$ cat config.mk
export PLATFORM = sky130hd
export DESIGN_NAME = pool_stream
export DESIGN_NICKNAME = d
export VERILOG_FILES = /design/src/rtl/pool_stream.sv
export SDC_FILE = /design/constraint.sdc
export NUM_CORES = 1
export LEC_CHECK = 0
export ABC_AREA = 1
export CAP_MARGIN = 10
export CORE_ASPECT_RATIO = 0.7
export CORE_MARGIN = 10
export CORE_UTILIZATION = 49
export CTS_CLUSTER_SIZE = 25
export DETAILED_ROUTE_END_ITERATION = 8
export GPL_ROUTABILITY_DRIVEN = 0
export MAX_ROUTING_LAYER = met4
export PLACE_DENSITY = 0.88
export SYNTH_ARGS = -nofsm -noshare
export SYNTH_HDL_FRONTEND = slang
export SYNTH_SLANG_ARGS = --single-unit
$ cat constraint.sdc
create_clock -name clk -period 1.6 [get_ports clk]
set_input_delay 0.16 -clock clk [delete_from_list [all_inputs] [get_ports clk]]
set_output_delay 0.16 -clock clk [all_outputs]
set_load 0.05 [all_outputs]
$ cat src/rtl/pool_stream.sv
// pool_stream: streaming multi-channel pooling unit.
//
// Every POOL_SIZE accepted input beats are reduced, lane by lane, into one
// result (signed max, or floor average when built with average support) that
// is held in a registered, back-pressurable output stage.
//
// Build option:
//   POOL_STREAM_AVG_EN  defined   -> max and average modes, sum registers and
//                                    shifter built; win_mode reports the mode.
//                       undefined -> max only; mode_avg ignored, win_mode = 0.
//
// Ports:
//   clk, rst_n        clock (rising edge), asynchronous active-low reset
//   clear             synchronous abort of partial window and pending result
//   mode_avg          1 = average, 0 = max; sampled on a window's first beat
//   in_valid/in_ready input handshake, in_data = CHANNELS signed lanes
//   out_valid/out_ready output handshake, out_data = registered results
//   win_mode          mode that produced the result on out_data
//   dbg_state         {output FULL, window ACCUM} for observation
//
// Handshake: a beat (or result) transfers on a rising edge where valid and
// ready are both high. in_ready depends combinationally on out_ready only;
// out_valid and out_data are registered.
module pool_stream #(
  parameter int DATA_W    = 8,
  parameter int CHANNELS  = 4,
  parameter int POOL_SIZE = 4
) (
  input  logic                         clk,
  input  logic                         rst_n,
  input  logic                         clear,
  input  logic                         mode_avg,
  input  logic                         in_valid,
  output logic                         in_ready,
  input  logic [CHANNELS*DATA_W-1:0]   in_data,
  output logic                         out_valid,
  input  logic                         out_ready,
  output logic [CHANNELS*DATA_W-1:0]   out_data,
  output logic                         win_mode,
  output logic [1:0]                   dbg_state
);

  localparam int CNT_W = $clog2(POOL_SIZE);
`ifdef POOL_STREAM_AVG_EN
  // Wide enough that POOL_SIZE summed elements never overflow.
  localparam int ACC_W = DATA_W + CNT_W;
`else
  localparam int ACC_W = DATA_W;
`endif
  localparam logic [CNT_W-1:0] CNT_LAST = CNT_W'(POOL_SIZE - 1);

  typedef enum logic { WIN_IDLE, WIN_ACCUM } win_state_e;
  typedef enum logic { OUT_EMPTY, OUT_FULL } out_state_e;

  win_state_e                  win_state_q, win_state_d;
  out_state_e                  out_state_q, out_state_d;
  logic [CNT_W-1:0]            cnt_q, cnt_d;
  logic signed [ACC_W-1:0]     acc_q [CHANNELS];
  logic signed [ACC_W-1:0]     acc_d [CHANNELS];
  logic                        mode_q, mode_d;
  logic [CHANNELS*DATA_W-1:0]  out_data_q, out_data_d;
  logic                        win_mode_q, win_mode_d;

  logic signed [DATA_W-1:0]    lane_s [CHANNELS];
  logic signed [ACC_W-1:0]     ext    [CHANNELS];
  logic signed [ACC_W-1:0]     nxt    [CHANNELS];
  logic [DATA_W-1:0]           res    [CHANNELS];

  logic accept, first_beat, last_beat, beat_avg;

  assign first_beat = (cnt_q == '0);
  assign last_beat  = (cnt_q == CNT_LAST);
  // Only the window-closing beat can be stalled, and only by a held result
  // that is not leaving this cycle.
  assign in_ready   = !(last_beat && (out_state_q == OUT_FULL) && !out_ready);
  assign accept     = in_valid && in_ready;

`ifdef POOL_STREAM_AVG_EN
  assign beat_avg = first_beat ? mode_avg : mode_q;
`else
  logic unused_mode;
  assign beat_avg    = 1'b0;
  assign unused_mode = mode_avg ^ mode_q;
`endif

  always_comb begin
    cnt_d       = cnt_q;
    win_state_d = win_state_q;
    out_state_d = out_state_q;
    mode_d      = mode_q;
    out_data_d  = out_data_q;
    win_mode_d  = win_mode_q;
    for (int c = 0; c < CHANNELS; c++) begin
      acc_d[c]  = acc_q[c];
      lane_s[c] = in_data[c*DATA_W +: DATA_W];
      ext[c]    = ACC_W'(lane_s[c]);
      if (first_beat) begin
        nxt[c] = ext[c];
`ifdef POOL_STREAM_AVG_EN
      end else if (beat_avg) begin
        nxt[c] = acc_q[c] + ext[c];
`endif
      end else begin
        nxt[c] = (ext[c] > acc_q[c]) ? ext[c] : acc_q[c];
      end
`ifdef POOL_STREAM_AVG_EN
      // Arithmetic shift floors toward -inf; the quotient always fits DATA_W.
      res[c] = beat_avg ? DATA_W'(nxt[c] >>> CNT_W) : nxt[c][DATA_W-1:0];
`else
      res[c] = nxt[c];
`endif
    end

    if (clear) begin
      cnt_d       = '0;
      win_state_d = WIN_IDLE;
      out_state_d = OUT_EMPTY;
    end else begin
      if ((out_state_q == OUT_FULL) && out_ready) out_state_d = OUT_EMPTY;
      if (accept) begin
        mode_d = beat_avg;
        for (int c = 0; c < CHANNELS; c++) acc_d[c] = nxt[c];
        if (last_beat) begin
          cnt_d       = '0;
          win_state_d = WIN_IDLE;
          out_state_d = OUT_FULL;   // overrides a same-cycle retire
          win_mode_d  = beat_avg;
          for (int c = 0; c < CHANNELS; c++) out_data_d[c*DATA_W +: DATA_W] = res[c];
        end else begin
          cnt_d       = cnt_q + CNT_W'(1);
          win_state_d = WIN_ACCUM;
        end
      end
    end
  end

  always_ff @(posedge clk or negedge rst_n) begin
    if (!rst_n) begin
      win_state_q <= WIN_IDLE;
      out_state_q <= OUT_EMPTY;
      cnt_q       <= '0;
      mode_q      <= 1'b0;
      out_data_q  <= '0;
      win_mode_q  <= 1'b0;
      for (int c = 0; c < CHANNELS; c++) acc_q[c] <= '0;
    end else begin
      win_state_q <= win_state_d;
      out_state_q <= out_state_d;
      cnt_q       <= cnt_d;
      mode_q      <= mode_d;
      out_data_q  <= out_data_d;
      win_mode_q  <= win_mode_d;
      for (int c = 0; c < CHANNELS; c++) acc_q[c] <= acc_d[c];
    end
  end

  assign out_valid = (out_state_q == OUT_FULL);
  assign out_data  = out_data_q;
  assign win_mode  = win_mode_q;
  assign dbg_state = {out_state_q == OUT_FULL, win_state_q == WIN_ACCUM};

endmodule

==> run summary <==
status: finished, violations left
failing checks: setup timing
maximum vdd drop: 0.808 mV
FILL cells: 561
sequential power share: 27.5%
Net Sw Frac: 40.0%
crit path buf inv count: 1
Critical Path Max Stage Delay: 400 ps
Final Setup Violations: 64
clk sinks: 68
max-slew violation count: 0
Synth Cell Area: 4440 um2
# port buffers: 72
Setup crit end kind: flop
CTS tree: yes
synth unique cells: 29
most frequent cells in the layout: 146 x nand2_1, 89 x buf_4, 67 x dfrtp_1
nets: 760
chip height: 99.7 um
delay-heaviest family, CP: simple AND/OR/NAND/NOR gates
Yosys reg bits: 68
GRT Residual Overflow: 0
pin count of the biggest net entering global routing: 69
via count: 4360
Post-Syn Instances: 561
total track usage: 20.5%
worst setup margin: -333 ps
WL final: 14200 um
layout cells sized above 1: 42.7%
ANT nets after route: 0
Fin. Hold Viols: 0
Hold Crit Class: in -> async
CTS H-Tree Depth: 3
Root Buffer: clkbuf_16
Crit Path Max Fanout: 8
final period utilization: 121%
Required @ worst endpoint: 1820 ps
standard-cell rows: 28
Max-Cap Viols: 0
Initial Util: 51.3%
largest buffer count on any clock path: 2
Clock transition at path regs: 60 ps
Fin Clk Skew: 8.55 ps
R2R cell count: 12
initial DRC count: 421
arrival time of the worst setup path: 2160 ps
Syn Nets: 633
Seq/Total Area, Yosys: 38.3%
post-route minimum period: 1930 ps
clock power share: 27.2%
area of the die: 13300 um2
global-route wire length before repair: 21700 um
Sw Pwr: 0.00332 W
HPWL Detailed: 8340 um
Power Density: 1260 nW/um2
LEAKAGE: 3.41 nW
reg2reg start: acc_q[21]
drt drc: 0
Final Hold Slack: 374 ps
Routed WL per cell: 17.5 um
worst path cell trace: inv_2 -> ha_4 -> a21oi_2 -> nor2_1 -> nor2_1 -> nand2_1 -> nand2_2 -> nand3_4 -> nand2_8 -> nand2_4 -> nand3_1 -> nand2_1
worst skew pair latency: 340 ps
most common cell after layout, fill and taps aside: nand2_1
DIE WIDTH: 134 um
YS warnings: 0
Max Clk Rate: 0.517 GHz
via count of the first global-routing pass: 4618
CTS Buf Count: 9
P&R area growth vs syn: 47.9%
internal power: 0.00498 W
Overall Power: 0.00830 W
reg2reg end: out_data[10]
# IOs: 75
DP Area: 5420 um2
critical path type: reg -> reg
R2R Setup Slk: -330 ps
final instance area: 6570 um2
RSZ-0062 raised after global routing: yes
first-pass iteration count of the detailed router: 5
post-place setup slack: -474 ps
power share of the combinational group: 45.3%
diode count: 0
critical path launch point type: flop
initial antenna violation count: 0
vias per inst: 5.36
Core ar.: 8650 um2
Avg Cell Area, Syn: 7.92 um2
Crit-path slowest cell: dfrtp_1
-- power by group through the flow --
stage	registers (W)	clock network, W	logic (W)
floorplan	0.00284	0	0.00139
global placement	0.00226	0	0.00279
detailed placement	0.00228	0	0.00289
CTS	0.00227	0.00228	0.00327
global route	0.00232	0.00237	0.00403
finish	0.00228	0.00226	0.00376
-- kinds of logic after synthesis --
| family | count (synthesis) | synth area share, % |
|---|---|---|
| flip-flops | 68 | 38.3 |
| adder cells (fa/ha/maj) | 34 | 9.57 |
| other | 1 | 0.0844 |
| AO/OA/AOI/OAI | 12 | 1.49 |
| AND/OR/NAND/NOR | 340 | 40.2 |
| buffers and inverters | 106 | 10.3 |
-- cell type report --
| class | instances | area [um2] | share of cell area (%) |
|---|---|---|---|
| Clock buffer | 13 | 270 | 4.11 |
| Clock inverter | 3 | 68.8 | 1.05 |
| Inverter | 88 | 338 | 5.14 |
| Multi-Input combinational cell | 391 | 2930 | 44.6 |
| Sequential cell | 68 | 1700 | 25.9 |
| Tap cell | 120 | 150 | 2.28 |
| Timing Repair Buffer | 130 | 1110 | 16.9 |
-- routing by layer --
| metal | share of wire (%) | wire length (um) | global-route usage, % | up-vias |
|---|---|---|---|---|
| met5 | 0 | 0 | - | - |
| met4 | 2.1 | 300 | 6.92 | 0 |
| met3 | 6.2 | 875 | 5.58 | 48 |
| met2 | 51 | 7330 | 34.8 | 217 |
| met1 | 40 | 5720 | 23.1 | 2077 |
| li1 | - | - | - | 2018 |
-- through the flow --
step | utilization [%] | cells | setup TNS, ps
after floorplan | - | 561 | -202
after global placement | 62.7 | 765 | -24330
after detailed placement | 62.7 | 765 | -27560
after CTS | 71.4 | 805 | -10810
after global routing | 75.9 | 813 | -21280
final | 75.9 | 813 | -15720
-- synthesized netlist by cell type --
library cell	instances	share of area [%]
o21ai_1	1	0.11
a21oi_1	8	0.90
inv_2	5	0.42
nand2_2	3	0.42
nor2_8	1	0.45
nand3_1	71	8.0
nand2_8	2	0.90
nor2_2	2	0.28
buf_2	7	0.79
inv_6	1	0.20
buf_8	1	0.34
nor2_1	14	1.2
inv_1	81	6.8
buf_6	2	0.51
clkbuf_1	3	0.25
buf_4	5	0.84
nand4_1	4	0.56
nand3_2	28	6.3
conb_1	1	0.084
dfrtp_1	68	38
o21ai_0	1	0.11
a21o_1	1	0.17
nand2_4	20	5.1
nand3_4	1	0.39
nand2_1	191	16
inv_4	1	0.14
nand3b_1	3	0.51
ha_1	34	9.6
a31o_1	1	0.20
-- sequential cells by signal, indices dropped and copies added, names as in the netlist --
signal	flops
acc_q	32
cnt_q	2
out_data	32
out_valid	1
win_state_q	1
-- worst reg2reg max path, stage by stage, from the launching register on --
cell	delay [ps]
dfrtp_1	400
inv_2	90
ha_4	200
a21oi_2	150
nor2_1	70
nor2_1	160
nand2_1	90
nand2_2	100
nand3_4	150
nand2_8	170
nand2_4	70
nand3_1	90
nand2_1	80
-- how the worst max path moves through the flow --
stage / from / endpoint / slack, ps / depth (start not counted)
2_1_floorplan: acc_q[27] / out_data[5] / -10 / 14
3_5_place_dp: in_data[31] / out_data[26] / -470 / 12
6_report: acc_q[21] / out_data[10] / -330 / 12
3_3_place_gp: in_data[27] / out_data[27] / -410 / 13
5_1_grt: acc_q[21] / out_data[10] / -420 / 12
4_1_cts: acc_q[5] / out_data[26] / -220 / 13
-- what timing repair did --
item | CTS | global route
pin swaps | 30 | 50
cloned | 4 | 0
gates resized for setup | 48 | 80
hold buffers | 1 | 0
hold endpoints to repair | 68 | 0
setup buffers | 19 | 8
endpoints found under the setup margin | 64 | 64
(Power assumes the default switching activity.)
